<file path="src/rtl/game_timer_pkg.sv">
// Shared constants and BCD helpers for the game countdown timer.
package game_timer_pkg;

   localparam logic [1:0] ST_IDLE    = 2'd0;
   localparam logic [1:0] ST_RUN     = 2'd1;
   localparam logic [1:0] ST_PAUSE   = 2'd2;
   localparam logic [1:0] ST_EXPIRED = 2'd3;

   localparam logic [3:0] BCD_MAX_DIGIT    = 4'd9;
   localparam logic [3:0] BCD_MAX_SEC_TENS = 4'd5;
   localparam logic [7:0] BCD_MAX_SEC      = 8'h59;

   function automatic logic [3:0] clamp_digit(input logic [3:0] d, input logic [3:0] lim);
      return (d > lim) ? lim : d;
   endfunction

   // One-second BCD decrement of {min, sec}; caller guarantees the time is non-zero.
   function automatic logic [15:0] bcd_dec(input logic [7:0] mn, input logic [7:0] sc);
      logic [7:0] m;
      logic [7:0] s;
      m = mn;
      s = sc;
      if (s[3:0] != 4'd0) begin
         s[3:0] = s[3:0] - 4'd1;
      end else if (s[7:4] != 4'd0) begin
         s[7:4] = s[7:4] - 4'd1;
         s[3:0] = BCD_MAX_DIGIT;
      end else begin
         s = BCD_MAX_SEC;
         if (m[3:0] != 4'd0) begin
            m[3:0] = m[3:0] - 4'd1;
         end else begin
            m[7:4] = m[7:4] - 4'd1;
            m[3:0] = BCD_MAX_DIGIT;
         end
      end
      return {m, s};
   endfunction

endpackage

</file>
<file path="src/rtl/game_timer_prescaler.sv">
// Clock prescaler: counts 0..DIV-1 while enabled, flags the terminal count.
module prescaler #(
   parameter int unsigned DIV = 2
) (
   input  logic CLK_50MHZ,
   input  logic RST,
   input  logic en,
   input  logic clr,
   output logic tc
);

   localparam int unsigned W = (DIV > 1) ? $clog2(DIV) : 1;
   localparam logic [W-1:0] LAST = W'(DIV - 1);

   logic [W-1:0] cnt_q;
   logic [W-1:0] cnt_d;

   assign tc = en && (cnt_q == LAST);

   always_comb begin
      cnt_d = cnt_q;
      if (clr) begin
         cnt_d = '0;
      end else if (en) begin
         cnt_d = tc ? '0 : cnt_q + 1'b1;
      end
   end

   always_ff @(posedge CLK_50MHZ or posedge RST) begin
      if (RST) begin
         cnt_q <= '0;
      end else begin
         cnt_q <= cnt_d;
      end
   end

endmodule

</file>
<file path="src/rtl/game_timer.sv">
// Loadable MM:SS BCD countdown timer with start/stop control and expiry strobe.
module game_timer
   import game_timer_pkg::*;
#(
   parameter int unsigned CLK_HZ  = 50000000,
   parameter int unsigned TICK_HZ = 1
) (
   input  logic       CLK_50MHZ,
   input  logic       RST,
   input  logic       load,
   input  logic [7:0] load_min,
   input  logic [7:0] load_sec,
   input  logic       start,
   input  logic       stop,
   output logic [7:0] min_bcd,
   output logic [7:0] sec_bcd,
   output logic       running,
   output logic       expired,
   output logic       expire_pulse,
   output logic       tick
);

   localparam int unsigned DIV = CLK_HZ / TICK_HZ;

   logic [1:0]  state_q, state_d;
   logic [7:0]  min_q, min_d;
   logic [7:0]  sec_q, sec_d;
   logic        tick_q, tick_d;
   logic        pulse_q, pulse_d;
   logic        running_q, expired_q;
   logic        tc;
   logic        time_zero;
   logic [15:0] dec;

   prescaler #(.DIV(DIV)) u_prescaler (
      .CLK_50MHZ (CLK_50MHZ),
      .RST       (RST),
      .en        (state_q == ST_RUN),
      .clr       (load),
      .tc        (tc)
   );

   assign time_zero = (min_q == 8'h00) && (sec_q == 8'h00);
   assign dec       = bcd_dec(min_q, sec_q);

   always_comb begin
      state_d = state_q;
      min_d   = min_q;
      sec_d   = sec_q;
      tick_d  = 1'b0;
      pulse_d = 1'b0;
      if (load) begin
         state_d = ST_IDLE;
         min_d   = {clamp_digit(load_min[7:4], BCD_MAX_DIGIT), clamp_digit(load_min[3:0], BCD_MAX_DIGIT)};
         sec_d   = {clamp_digit(load_sec[7:4], BCD_MAX_SEC_TENS), clamp_digit(load_sec[3:0], BCD_MAX_DIGIT)};
      end else begin
         case (state_q)
            ST_IDLE, ST_PAUSE: begin
               if (start && !stop && !time_zero) begin
                  state_d = ST_RUN;
               end
            end
            ST_RUN: begin
               // A stop on the terminal-count edge still takes that second off.
               if (tc) begin
                  tick_d = 1'b1;
                  min_d  = dec[15:8];
                  sec_d  = dec[7:0];
                  if (dec == 16'h0000) begin
                     state_d = ST_EXPIRED;
                     pulse_d = 1'b1;
                  end else if (stop) begin
                     state_d = ST_PAUSE;
                  end
               end else if (stop) begin
                  state_d = ST_PAUSE;
               end
            end
            default: ;
         endcase
      end
   end

   always_ff @(posedge CLK_50MHZ or posedge RST) begin
      if (RST) begin
         state_q   <= ST_IDLE;
         min_q     <= '0;
         sec_q     <= '0;
         tick_q    <= 1'b0;
         pulse_q   <= 1'b0;
         running_q <= 1'b0;
         expired_q <= 1'b0;
      end else begin
         state_q   <= state_d;
         min_q     <= min_d;
         sec_q     <= sec_d;
         tick_q    <= tick_d;
         pulse_q   <= pulse_d;
         running_q <= (state_d == ST_RUN);
         expired_q <= (state_d == ST_EXPIRED);
      end
   end

   assign min_bcd      = min_q;
   assign sec_bcd      = sec_q;
   assign running      = running_q;
   assign expired      = expired_q;
   assign expire_pulse = pulse_q;
   assign tick         = tick_q;

endmodule

</file>
<file path="config.mk">
export PLATFORM = sky130hd
export DESIGN_NAME = game_timer
export DESIGN_NICKNAME = d
export VERILOG_FILES = /design/src/rtl/game_timer_pkg.sv /design/src/rtl/game_timer_prescaler.sv /design/src/rtl/game_timer.sv
export SDC_FILE = /design/constraint.sdc
export NUM_CORES = 1
export LEC_CHECK = 0
export CORE_ASPECT_RATIO = 0.7
export CORE_UTILIZATION = 54
export CTS_CLUSTER_SIZE = 8
export DETAILED_ROUTE_END_ITERATION = 8
export GPL_TIMING_DRIVEN = 0
export PLACE_DENSITY_LB_ADDON = 0.05
export SETUP_SLACK_MARGIN = 0.15
export SLEW_MARGIN = 10
export SYNTH_ARGS = -nofsm -noshare
export SYNTH_HDL_FRONTEND = slang
export SYNTH_HIERARCHICAL = 1
export SYNTH_SLANG_ARGS = --single-unit
</file>
<file path="constraint.sdc">
create_clock -name CLK_50MHZ -period 3.8 [get_ports CLK_50MHZ]
set_input_delay 0.76 -clock CLK_50MHZ [delete_from_list [all_inputs] [get_ports CLK_50MHZ]]
set_output_delay 0.76 -clock CLK_50MHZ [all_outputs]
set_load 0.1 [all_outputs]
</file>
Word-level counts from Yosys, hierarchy flattened:

Cells that the tools add are included.

* bits in registers: 48
* bits of input ports: 21
* logic and storage cells: 72

* add/subtract/negate cells: 5
* order comparisons: 4
* eq/ne operators: 5
* multiplexer cells: 33
* reductions and logical operators: 17

Operators by type and width (count)
* 26-bit two-way mux: 3
* 8-bit two-way mux: 9
* 4-bit two-way mux: 8
* 26-bit by 1-bit adder with 26-bit output, second input constant: 1
* 26-bit == test, second input constant: 1
* 16-bit zero test: 1
* 8-bit zero test: 2
* 4-bit by 1-bit subtractor with 4-bit output, second input constant: 4
* 4-bit greater-than comparator, second input constant: 3
* 4-bit nonzero test: 3
* 2-bit two-way mux: 5
* 1-bit two-way mux: 7
* 2-bit by 1-bit == test with 1-bit output, second input constant: 2
* 2-bit == test, second input constant: 2
* 4-bit by 3-bit greater-than comparator with 1-bit output, second input constant: 1
* 1-bit logical AND: 4
* 2-bit one-hot mux with 2 select lines: 1
* 2-bit nonzero test: 2
* 1-bit zero test: 2
* 2-bit zero test: 1
* 2-bit AND reduction: 1
* 2-bit OR reduction: 1

Longest topological paths before layout:

Gate-level depths: netlist of the first run.

* depth in word-level cells: 10
* gate-level depth with buffers: 10
* depth with buffers taken out: 9

Cells and area by module:

Netlist of the first run, hierarchy kept.

Modules (own cells, without submodules)
* prescaler: times used 1, cells each 164, area an instance 1512.7 um2, sequential area each 650.6 um2
* game_timer: times used 1, cells each 133, area an instance 1244.9 um2, sequential area each 550.5 um2

Worst setup path after synthesis of the first run:

No wires, ideal clock.

* path kind: register -> register
* start: register state_q[0]
* end: register min_q[5], in the netlist min_bcd[5]
* setup time: 0.083 ns
* arrival: 2.705 ns
* path slack: 1.012 ns
* stages on the path, launching flop included: 11
* period minus slack after synthesis: 2.788 ns
* path through: dfrtp_1 > nor2b_1 > nand2_1 > nor4_4 > and2_4 > nand4bb_1 > or4_1 > buf_4 > nor3_4 > mux2_1 > o22ai_1

* cells in the longest elaborated chain, start to end: 4
* elaborated cells on any way between the ends: 5
* those cells by class: 1 x eq/ne; 4 x reduce/logical

Ends and longest elaborated chain
* start, declared: RTL line game_timer.sv:25 `logic [1:0] state_q, state_d;`
* start signal, assigned: RTL line game_timer.sv:94 `state_q <= state_d;`
* 2-bit by 1-bit == test with 1-bit output: RTL line game_timer.sv:38 `.en (state_q == ST_RUN),`
* 1-bit logical AND: RTL line game_timer_prescaler.sv:18 `assign tc = en && (cnt_q == LAST);`
* named net tc: RTL line game_timer.sv:31 `logic tc;`
* 2-bit nonzero test (no line)
* 2-bit AND reduction (no line)
* end signal, assigned: RTL line game_timer.sv:95 `min_q <= min_d;`
* end, declared: RTL line game_timer.sv:26 `logic [7:0] min_q, min_d;`

The timed path passes the listed nets, and every way through them passes these cells.
A chain may end at the register's enable or synchronous reset.

Worst setup path in the final report of the first run:

Same ends and word-level chain as after synthesis.

==> impl_metrics.ini, run 1 <==
[run_status]
outcome = finished, final reports clean

[layout]
layout_commonest_cell = dfrtp_1
multi_input_area_um2 = 1460
drive_above_1_share_pct = 8.41
final_cell_mix = 48 x dfrtp_1, 45 x nor2_1, 40 x clkdlybuf4s50_1, 25 x nand2_1, 18 x xor2_1
n_fill_cell = 416
register_area_um2 = 1200
diodes = 0
nets = 369
syn_to_final_growth_pct = 21.0

[grt]
grt_max_degree = 27
grt.busiest_layer = met1
grt_pass1_vias = 2082
grt_pass1_wl_um = 10300
antenna_found_initial = 0
use_met3_pct = 4.76
grt_use_met2_pct = 34.0
grt_usage_pct = 25.7
grt-ovfl-total = 0
use_met1_pct = 42.1

[worst_setup_path]
regToRegSetupSlack_ns = 0.56
worstPathMaxFanout = 7
criticalPathCategory = flip-flop to flip-flop
reg2reg_depth = 10
critPathBufInv = 1
cp_data_arrival_time_ns = 3.46
cp.required_ns = 4.02
slowest_delay_ns = 0.60
startpoint_type = flip-flop
path_cells = nor2b_1 > nand2_1 > nor4_4 > and2_4 > nand4bb_1 > or4_1 > buf_4 > nor3_4 > mux2_1 > o22ai_1
cp_slowest_cell = or4_1
reg2reg_from = state_q[0]
reg2reg_to = min_bcd[5]
worst_setup_path_end_kind = flip-flop
crit_family = simple AND/OR/NAND/NOR gates

[routing]
viasPerCell = 5.79
routed_wl_um = 6440
post-route-drc-count = 0
drt_iter0_drc = 203
vias = 2395
wl_per_cell_um = 15.6
ant_nets = 0
dr.pass1.iters = 5

[timing]
max_freq_mhz = 309
fin_skew_ns = 0.00960
worstMarginPinSlew_ns = 1.03
tns_ns = 0
fin_crit_sh_pct = 85.3
drv_slew = 0
slew_headroom_pct = 31.3
setup_viol = 0
postLayoutSetupSlackWorst_ns = 0.560
rsz0062_at_grt = no
hold_violations = 0
min_period_ns = 3.24

[floorplanning]
rows = 21
die_w_um = 87.4
dieHeight_um = 61.8
start_util_pct = 57.0
ioPinCount = 41
die_area_um2 = 5400
core_area_um2 = 4830

[pwr]
clkPwrFrac_pct = 28.9
leakagePower_nw = 1.32
power.density_nw_per_um2 = 330
p_int_uw = 742
combPwrFrac_pct = 21.3
swShare_pct = 32.6
switchingPower_uw = 359
peakVddDrop_v = 0.000241
power.share.sequential_pct = 49.8

[placement]
dp_hpwl_um = 4770
dp_slack_ns = 0.653
portBuffers = 40
place.gp.congestion = 0.872

[clocking]
clock_sinks = 48
cts_setup_buffers = 0
cts_resized = 0
root_buffer = clkbuf_8
h-tree-depth = 2
cts_tree = yes
cts_buffer_depth = 2
clk_pin_slew_ns = 0.09
worstSkewPairLatency_ns = 0.30
cts_hold_buf = 0
cts_buffers = 5

[logic_synthesis]
netlist_top_cells_area = dfrtp_1 44%, nor2_1 6.1%, xor2_1 5.7%
seq_area_frac_synth_pct = 43.6
syn_avg_cell_area_um2 = 9.29
yosysUniqueCellTypes = 53
muxShareOfSynthArea_pct = 1.54
syn_area_um2 = 2760
synthArstFlopShare_pct = 100
synth_top_family_by_area = simple AND/OR/NAND/NOR gates
synth-seq-cells = 48
yosysTopAreaCell = dfrtp_1
synth_compound_area_share_pct = 9.26
synth_edf_count = 0
yosys.area_share.simple_pct = 31.8
synth_nets = 322
synth-adder-area-share_pct = 1.81
synth_xor_area_share_pct = 8.58
ys.warnings.count = 6
synth_top_area_share_pct = 43.6
synth_flop_cell = dfrtp_1
synthCells = 297

[min_path]
hold_path.class = flip-flop to flip-flop
hp-start = u_prescaler/cnt_q[25]
holdPathStages = 2
hold_end = u_prescaler/cnt_q[25]

[job]
maxCapViolCount = 0
-- power by group through the flow --
| stage | Sequential, mW | Clock, mW | Combinational (mW) |
|---|---|---|---|
| after floorplan | 0.656 | 0 | 0.0637 |
| after global placement | 0.557 | 0 | 0.233 |
| after detailed placement | 0.558 | 0 | 0.235 |
| after CTS | 0.548 | 0.326 | 0.236 |
| after global routing | 0.552 | 0.345 | 0.251 |
| final | 0.548 | 0.318 | 0.235 |
-- final cells by class --
| cell class | instances | share of cell area [%] |
|---|---|---|
| plain buffers | 9 | 1.87 |
| clock buffers | 6 | 2.47 |
| clock inverters | 2 | 0.300 |
| inverters | 9 | 1.01 |
| multi-input cells | 231 | 43.8 |
| flip-flops and latches | 48 | 36.0 |
| well taps | 69 | 2.59 |
| repair buffers | 40 | 12.0 |
-- state kept, by name, summed over array words and instances, names as in the netlist --
register / cells
expire_pulse: 1
expired: 1
min_bcd: 8
running: 1
sec_bcd: 8
state_q: 2
tick: 1
u_prescaler/cnt_q: 26
-- layer usage --
| layer | part of all wire (%) | routed length (um) |
|---|---|---|
| met4 | 0.82 | 53 |
| met2 | 39 | 2540 |
| met5 | 0 | 0 |
| met1 | 51 | 3310 |
| met3 | 8.3 | 536 |
-- synth_stat cells, types with 2 or more instances --
cell and n:
nand3_1 13, nor4_4 3, nand4b_1 3, nor3_1 8
a21oi_1 12, nand4_1 12, ha_1 4, or4_1 2
nand4bb_1 2, nor4_1 10, clkbuf_1 2, or2_2 2
dfrtp_1 48, nor3b_1 3, or3_1 2, o21a_1 3
mux2i_1 2, nand3b_1 2, nand2_1 25, buf_6 3
o21ai_0 17, nor2b_1 4, and3_1 2, a211oi_1 2
nand2b_1 2, inv_1 9, o22ai_1 3, nor2_1 45
a22oi_1 3, xnor2_1 9, xor2_1 18
-- metrics by stage --
stage	area, um2	std cells	hold slack (ns)	utilization (%)	total power [mW]
6_report	3340	414	0.607	69.0	1.10
5_1_grt	3340	414	0.634	69.0	1.15
4_1_cts	3340	414	0.602	69.0	1.11
3_5_place_dp	3240	406	0.577	67.1	0.793
3_3_place_gp	3240	406	0.568	67.1	0.791
2_1_floorplan	2760	297	0.517	-	0.719
-- cell families (layout without fill, tap and decap cells) --
logic type / count (synthesis) / in the layout
and+or+nand+nor: 152 / 152
AOI/OAI and AO/OA: 44 / 44
xor gates and xnor gates: 27 / 27
adders and majority gates: 4 / 4
buffers and inverters: 18 / 66
muxes: 4 / 4
DFF: 48 / 48
-- tightest hold or removal path, stage by stage, from the launching register on --
cell	delay, ns
dfrtp_1	0.42
o21ai_0	0.09
a21oi_1	0.07
-- worst max-delay path by stage --
stage	startpoint	endpoint	cells after the start
2_1_floorplan	state_q[0]	min_bcd[5]	10
3_3_place_gp	u_prescaler/cnt_q[0]	min_bcd[5]	10
3_5_place_dp	u_prescaler/cnt_q[0]	min_bcd[5]	10
4_1_cts	state_q[0]	min_bcd[5]	10
5_1_grt	state_q[0]	min_bcd[5]	10
6_report	state_q[0]	min_bcd[5]	10
(Power assumes the default switching activity.)
==> run 2, diff against run 1 <==
Settings changed: CORE_UTILIZATION 54 to 50.
==> impl_metrics.ini, run 2 (same netlist as run 1, synthesis figures left out) <==
[placement]
portBuffers = 40
dp_hpwl_um = 4620
place.gp.congestion = 0.876
dp_slack_ns = 0.666
dp.cells = 409

[layout]
top_register = u_prescaler/cnt_q
final_cell_mix = 48 x dfrtp_1, 45 x nor2_1, 40 x clkdlybuf4s50_1, 25 x nand2_1, 18 x xor2_1
layout.cells.non_filler = 416
syn_to_final_growth_pct = 20.6
drive_above_1_share_pct = 7.85
largest_reg_flops = 26
diodes = 0
layout_commonest_cell = dfrtp_1
nets = 369

[routing]
wl_per_cell_um = 15.0
drt_iter0_drc = 190
routed_wl_um = 6230
vias = 2340
dr.pass1.iters = 4
post-route-drc-count = 0
ant_nets = 0
viasPerCell = 5.63

[pwr]
finalPower_mw = 1.07
power.density_nw_per_um2 = 323
peakVddDrop_v = 0.000185
leakagePower_nw = 1.31

[worst_setup_path]
crit_family = simple AND/OR/NAND/NOR gates
worstPathMaxFanout = 7
startpoint_type = flip-flop
slowest_delay_ns = 0.58
regToRegSetupSlack_ns = 0.62
criticalPathCategory = flip-flop to flip-flop
critPathBufInv = 1
path_cells = ha_1 > nand3_1 > nor4_4 > and2_4 > nand4bb_1 > or4_1 > buf_4 > nor3_4 > mux2_1 > o22ai_1
cp_slowest_cell = or4_1
cp_data_arrival_time_ns = 3.40
worst_setup_path_end_kind = flip-flop
cp.required_ns = 4.02

[clocking]
cts_buffers = 5
cts_tree = yes
cts_setup_buffers = 0
worstSkewPairLatency_ns = 0.30
h-tree-depth = 2
clock_sinks = 48
clk_pin_slew_ns = 0.09
root_buffer = clkbuf_8
cts_buffer_depth = 2
cts_hold_buf = 0
cts_resized = 0

[timing]
fin_crit_sh_pct = 83.7
setup_viol = 0
rsz0062_at_grt = no
max_freq_mhz = 314
tns_ns = 0
slew_headroom_pct = 34.0
worstMarginPinSlew_ns = 0.989
holdWs_ns = 0.597
drv_slew = 0
hold_violations = 0
fin_skew_ns = 0.00731
min_period_ns = 3.18
postLayoutSetupSlackWorst_ns = 0.620

[min_path]
hold_path.class = flip-flop to flip-flop

[grt]
grt_pass1_wl_um = 10800
antenna_found_initial = 0
grt_usage_pct = 23.7
grt-ovfl-total = 0
grt_max_degree = 27
grt_pass1_vias = 2182

[floorplanning]
die_area_um2 = 5820
rows = 22
dieHeight_um = 64.1
start_util_pct = 52.2
core_area_um2 = 5290
die_w_um = 90.8
ioPinCount = 41

[job]
maxCapViolCount = 0

[run_status]
outcome = finished, final reports clean
## run 2: cell count changes in the layout (fill, tap and decap cells not counted)
cell	change
clkbuf_8	-1
clkinv_2	-1
clkbuf_1	+1
## run 2: per-layer routing
metal | up-vias | track usage [%] | share of wire [%] | wire [um]
met2 | 75 | 31.1 | 38 | 2400
met3 | 4 | 4.05 | 5.8 | 364
met5 | - | 0 | 0 | 0
li1 | 1157 | - | - | -
met1 | 1104 | 39.6 | 55 | 3440
met4 | 0 | 4.44 | 0.47 | 29
## run 2: path summary, 6_finish.rpt
| kind | from | to | depth (start not counted) |
|---|---|---|---|
| setup / recovery | u_prescaler/cnt_q[0] | min_bcd[5] | 10 |
| hold / removal | u_prescaler/cnt_q[22] | u_prescaler/cnt_q[22] | 2 |
| setup reg to reg | u_prescaler/cnt_q[0] | min_bcd[5] | 10 |
| hold reg to reg | u_prescaler/cnt_q[22] | u_prescaler/cnt_q[22] | 2 |
| max in group asynchronous | RST | u_prescaler/cnt_q[4] | 2 |
| min in group asynchronous | RST | sec_bcd[2] | 2 |
## run 2: tightest hold or removal path, cell delays in order (launching register included)
cell	delay (ns)
dfrtp_1	0.41
o21ai_0	0.09
a21oi_1	0.06
## run 2: final cells by class
cell class / count / area, um2
fill: 483 / 1960
multi-input combinational: 231 / 1460
sequential: 48 / 1200
timing repair buffer: 40 / 400
tap: 72 / 90.1
clock buffer: 6 / 72.6
buffer: 9 / 62.6
inverter: 9 / 33.8
clock inverter: 1 / 5.00
## run 2: power by group
part	switching [mW]	internal (mW)
Combinational	0.163	0.0712
Sequential	0.0230	0.525
Clock	0.166	0.126
Total	0.352	0.722
## run 2: metrics by stage
step           instance area [um2]  utilization (%)
6_report                      3330             62.9
5_1_grt                       3330             62.9
4_1_cts                       3330             62.9
3_5_place_dp                  3250             61.5
3_3_place_gp                  3250             61.5
2_1_floorplan                 2760                -
